**src/rtl/imem_boot_ctrl.sv**
```systemverilog
// Boot/run sequencer: streams a program into instruction memory, NOP-fills the tail,
// releases the core, and stops it on EBREAK or abort while counting run cycles.
module imem_boot_ctrl #(
    parameter int          ADDR_W   = 4,
    parameter logic [31:0] NOP_WORD = 32'h0000_0013,
    parameter logic [31:0] HALT_OP  = 32'h0010_0073
) (
    input  logic              clk,
    input  logic              reset,
    input  logic              start,
    input  logic [ADDR_W:0]   prog_len,
    input  logic              abort,
    input  logic              s_valid,
    output logic              s_ready,
    input  logic [31:0]       s_data,
    output logic              imem_we,
    output logic [ADDR_W-1:0] imem_waddr,
    output logic [31:0]       imem_wdata,
    input  logic [31:0]       instr,
    output logic              core_reset,
    output logic [2:0]        state_o,
    output logic              halted,
    output logic              err,
    output logic [31:0]       run_cycles
);

    // Host stream handshake: a word transfers on a rising edge where s_valid and
    // s_ready are both high; s_ready is high exactly while in LOAD.

    typedef enum logic [2:0] {
        S_IDLE   = 3'd0,
        S_LOAD   = 3'd1,
        S_FILL   = 3'd2,
        S_RUN    = 3'd3,
        S_HALTED = 3'd4
    } state_t;

    localparam logic [ADDR_W:0] DEPTH_L = {1'b1, {ADDR_W{1'b0}}};
    localparam logic [ADDR_W:0] LAST_L  = {1'b0, {ADDR_W{1'b1}}};

    state_t              state_q, state_d;
    logic [ADDR_W:0]     len_q, len_d;
    logic [ADDR_W:0]     ptr_q, ptr_d;
    logic [31:0]         run_cycles_q, run_cycles_d;
    logic                we_q, we_d;
    logic [ADDR_W-1:0]   waddr_q, waddr_d;
    logic [31:0]         wdata_q, wdata_d;
    logic                err_q, err_d;

    always_ff @(posedge clk or posedge reset) begin
        if (reset) begin
            state_q      <= S_IDLE;
            len_q        <= '0;
            ptr_q        <= '0;
            run_cycles_q <= '0;
            we_q         <= 1'b0;
            waddr_q      <= '0;
            wdata_q      <= '0;
            err_q        <= 1'b0;
        end else begin
            state_q      <= state_d;
            len_q        <= len_d;
            ptr_q        <= ptr_d;
            run_cycles_q <= run_cycles_d;
            we_q         <= we_d;
            waddr_q      <= waddr_d;
            wdata_q      <= wdata_d;
            err_q        <= err_d;
        end
    end

    always_comb begin
        state_d      = state_q;
        len_d        = len_q;
        ptr_d        = ptr_q;
        run_cycles_d = run_cycles_q;
        we_d         = 1'b0;
        waddr_d      = waddr_q;
        wdata_d      = wdata_q;
        err_d        = 1'b0;

        case (state_q)
            S_IDLE, S_HALTED: begin
                if (start) begin
                    if (prog_len == '0 || prog_len > DEPTH_L) begin
                        err_d = 1'b1;
                    end else begin
                        len_d        = prog_len;
                        ptr_d        = '0;
                        run_cycles_d = '0;
                        state_d      = S_LOAD;
                    end
                end
            end
            S_LOAD: begin
                // An accepted word is always written, even when abort arrives with it.
                if (s_valid) begin
                    we_d    = 1'b1;
                    waddr_d = ptr_q[ADDR_W-1:0];
                    wdata_d = s_data;
                    ptr_d   = ptr_q + 1'b1;
                    if (ptr_q == len_q - 1'b1) begin
                        state_d = (len_q < DEPTH_L) ? S_FILL : S_RUN;
                    end
                end
                if (abort) begin
                    state_d = S_HALTED;
                end
            end
            S_FILL: begin
                if (abort) begin
                    state_d = S_HALTED;
                end else begin
                    we_d    = 1'b1;
                    waddr_d = ptr_q[ADDR_W-1:0];
                    wdata_d = NOP_WORD;
                    ptr_d   = ptr_q + 1'b1;
                    if (ptr_q == LAST_L) begin
                        state_d = S_RUN;
                    end
                end
            end
            S_RUN: begin
                // The halting cycle itself is counted as a run cycle.
                if (run_cycles_q != '1) begin
                    run_cycles_d = run_cycles_q + 32'd1;
                end
                if (abort || instr == HALT_OP) begin
                    state_d = S_HALTED;
                end
            end
            default: begin
                state_d = S_IDLE;
            end
        endcase
    end

    assign s_ready    = (state_q == S_LOAD);
    assign core_reset = (state_q != S_RUN);
    assign halted     = (state_q == S_HALTED);
    assign state_o    = state_q;
    assign err        = err_q;
    assign run_cycles = run_cycles_q;
    assign imem_we    = we_q;
    assign imem_waddr = waddr_q;
    assign imem_wdata = wdata_q;

endmodule

```
**config.mk**
```make
export PLATFORM = sky130hd
export DESIGN_NAME = imem_boot_ctrl
export DESIGN_NICKNAME = d
export VERILOG_FILES = /design/src/rtl/imem_boot_ctrl.sv
export SDC_FILE = /design/constraint.sdc
export NUM_CORES = 1
export LEC_CHECK = 0
export ABC_AREA = 0
export CORE_MARGIN = 10
export CORE_UTILIZATION = 40
export CTS_BUF_LIST = sky130_fd_sc_hd__clkbuf_16
export CTS_CLUSTER_SIZE = 28
export DETAILED_ROUTE_END_ITERATION = 7
export PLACE_DENSITY = 0.88
export SYNTH_ARGS = -nofsm -noshare
export SYNTH_HDL_FRONTEND = slang
export SYNTH_SLANG_ARGS = --single-unit
```
**constraint.sdc**
```tcl
create_clock -name clk -period 2.65 [get_ports clk]
set_input_delay 0.53 -clock clk [delete_from_list [all_inputs] [get_ports clk]]
set_output_delay 0.53 -clock clk [all_outputs]
set_load 0.03 [all_outputs]
```
==> flow_summary.yaml <==
layout:
  nets: 613
  n_antenna_cell: 0
  drive_gt1_share_pct: 7.59
  finalNonFillerCells: 669
  fin_util_pct: 63.1
  syn2layout_area_growth_pct: 52.0
  fill_cells: 781
timing:
  fin_ws_ps: 104
  hold_violations: 0
  fin_crit_sh_pct: 96.1
  min_period_ps: 2550
  finalSetupTns_ps: 0
  tightest_slew_ps: 1040
  fin_skew_ps: 6.91
  slew_violations: 0
  maxSlewHeadroom_pct: 30.5
  fmax_mhz: 393
  rsz0062_at_grt: "no"
  final-setup-viol-count: 0
synthesis:
  synth_edf_count: 0
  syn_area_um2: 3890
  async_flop_share_pct: 100
  avgSynthCellArea_um2: 10.4
  ys_types: 48
  synth_flop_cell: "dfrtp_1"
  seq_area_frac_synth_pct: 53.4
  synth_seq_cells: 83
  synth_fp_nets: 453
  synthCells: 375
  ys_warn_count: 0
clock_tree:
  clk_latency_ps: 320
  htreeDepth: 3
  cts_buffer_depth: 2
  cts.clk_slew.worst_paths_ps: 60
  clock-sinks: 83
  cts_tree: "built"
  postCtsHoldBufs: 0
  numCtsBuffers: 9
  root_buffer: "clkbuf_16"
floorplan:
  dieArea_um2: 14100
  dieWidth_um: 119
  die_h_um: 119
  core_area_um2: 9370
  floorplan.initialDensity_pct: 41.5
  ios: 150
  core.rowCount: 35
pwr:
  combPwrFrac_pct: 42.1
  switching_share_pct: 37.6
  cellLeakagePower_nw: 2.52
  p_total_mw: 5.25
  power_frac_seq_pct: 34.9
  power_density_nw_per_um2: 889
  pwr-share-clk_pct: 23.0
  switchingPower_mw: 1.97
  internal_power_mw: 3.28
  ir_drop_mv: 0.376
route:
  vias: 3525
  ant_nets: 0
  wl_per_cell_um: 17.9
  totalWireLength_um: 11900
  post-route-drc-count: 0
  drtIter0Drc: 204
  drtPass1Iterations: 4
  vias_per_cell: 5.27
setup_path:
  worstSetupPathType: "register to output pin"
  ff2ff_path_depth: 6
  reg2reg_from: "state_o[0]"
  cp-start-kind: "register"
  crit_fanout: 8
  timing.rr.end: "run_cycles[20]"
  rrSetupSlack_ps: 240
  endpoint_kind: "output pin"
  critical_path_required_ps: 2120
  cp.arrival_ps: 2020
hold_path:
  worstHoldEndpoint: "imem_waddr[3]"
  worstHoldPathCells: 2
  hold_class: "register to register"
  min_from: "imem_waddr[3]"
placed_design:
  portBuffers: 149
  placed_cells: 653
  pre_cts_ws_ps: 146
  place.gp.congestion: 0.900
  dp.final_hpwl_um: 9150
status:
  status: "complete, no violations"
global_route:
  grt.overflow.total: 0
  grt_max_degree: 84
  first_global_vias: 3750
  grt_pass1_wl_um: 19500
  grtUsageTotal_pct: 16.5
  antenna_found_initial: 0
job:
  maxCapViolCount: 0
Yosys cell counts, types with 3 or more instances:
master / count / share of area [%]
dfrtp_1: 83 / 53
nand2_1: 47 / 4.5
nor2_1: 38 / 3.7
a22o_1: 29 / 6.5
xor2_1: 23 / 5.2
nand3_1: 17 / 2.2
nand4_1: 17 / 2.7
xnor2_1: 12 / 2.7
o21ai_0: 11 / 1.4
clkbuf_1: 10 / 0.97
inv_1: 10 / 0.97
and3_1: 7 / 1.1
nor4_1: 6 / 0.97
and2_1: 5 / 0.80
nor3_1: 5 / 0.64
ha_1: 4 / 1.3
a21oi_1: 3 / 0.39
nand2b_1: 3 / 0.48
nor4_2: 3 / 0.97
nor4b_1: 3 / 0.68
nor4bb_1: 3 / 0.77
o22a_1: 3 / 0.68
worst max-delay path, stage by stage, from the launching register on:
cell             delay, ps
dfrtp_1                530
inv_1                  160
nor3_1                 260
clkdlybuf4s50_1        730
timing repair:
item | in CTS | in global routing
setup endpoints to repair | 1 | 0
resized for setup | 1 | 0
setup buffers | 0 | 0
endpoints found under the hold margin | 0 | 0
stage by stage:
stage | instance area, um2 | hold WS, ps
floorplan | 3890 | 487
global placement | 5620 | 459
detailed placement | 5620 | 462
CTS | 5910 | 477
global route | 5910 | 508
finish | 5910 | 473
cells in the final DEF, fill, tap and decap left out, types with 4 or more instances in the layout:
cell type        synthesis  routed
nor3_1                   5       5
clkdlybuf4s50_1          0     148
xor2_1                  23      23
ha_1                     4       4
dfrtp_1                 83      83
nand2_1                 47      47
a22o_1                  29      29
nor4_1                   6       6
and2_1                   5       5
buf_4                    0      11
o21ai_0                 11      11
inv_1                   10       9
nand3_1                 17      17
nand4_1                 17      17
xnor2_1                 12      12
and3_1                   7       7
clkbuf_16                0       9
nor2_1                  38      38
cell families (layout without fill, tap and decap cells):
logic type               count (synthesis)  in the layout  synth area share (%)
AO/OA/AOI/OAI                           60             60                  12.1
flip-flops                              83             83                  53.4
XOR/XNOR                                35             35                  7.88
adder cells (fa/ha/maj)                  4              4                  1.29
multiplexers                             2              2                 0.515
AND/OR/NAND/NOR                        166            166                  22.4
buffers and inverters                   25            190                  2.44
registers in the layout (all words and copies together), names as in the netlist:
name and flops:
err 1, imem_waddr 4, imem_wdata 32, imem_we 1, len_q 5, ptr_q 5, run_cycles 32, state_o 3
per-layer routing:
layer  up-vias  wire [um]  track usage [%]
met1      1719       5160             20.1
met2       123       5820             27.6
met4         0        130             4.43
li1       1669          -                -
met3        14        838             5.28
met5         -          0                0
cell type report:
type	instances	area (um2)	area share, %
multi-input cells	267	1720	29.1
well taps	129	161	2.73
flip-flops and latches	83	2080	35.1
inverters	12	48.8	0.825
clock inverters	7	68.8	1.16
repair buffers	162	1610	27.3
clock buffers	9	225	3.81
worst max-delay path by stage:
stage                           endpoint        from  slack (ps)  cells after the start
final                             halted  state_o[2]         100                      3
after global routing              halted  state_o[2]          20                      3
after CTS                         halted  state_o[2]          90                      3
after detailed placement        ptr_q[3]       abort         150                      9
after global placement          ptr_q[3]       abort         230                      9
after floorplan           run_cycles[12]  state_o[0]          80                      7
power by group through the flow:
stage | clock (mW) | combinational [mW] | sequential [mW]
after floorplan | 0 | 0.796 | 2.30
after global placement | 0 | 2.17 | 1.81
after detailed placement | 0 | 2.23 | 1.85
after CTS | 1.24 | 2.24 | 1.83
after global routing | 1.30 | 2.37 | 1.87
final | 1.21 | 2.21 | 1.83
Note: power is estimated with default switching activity, not from simulation.
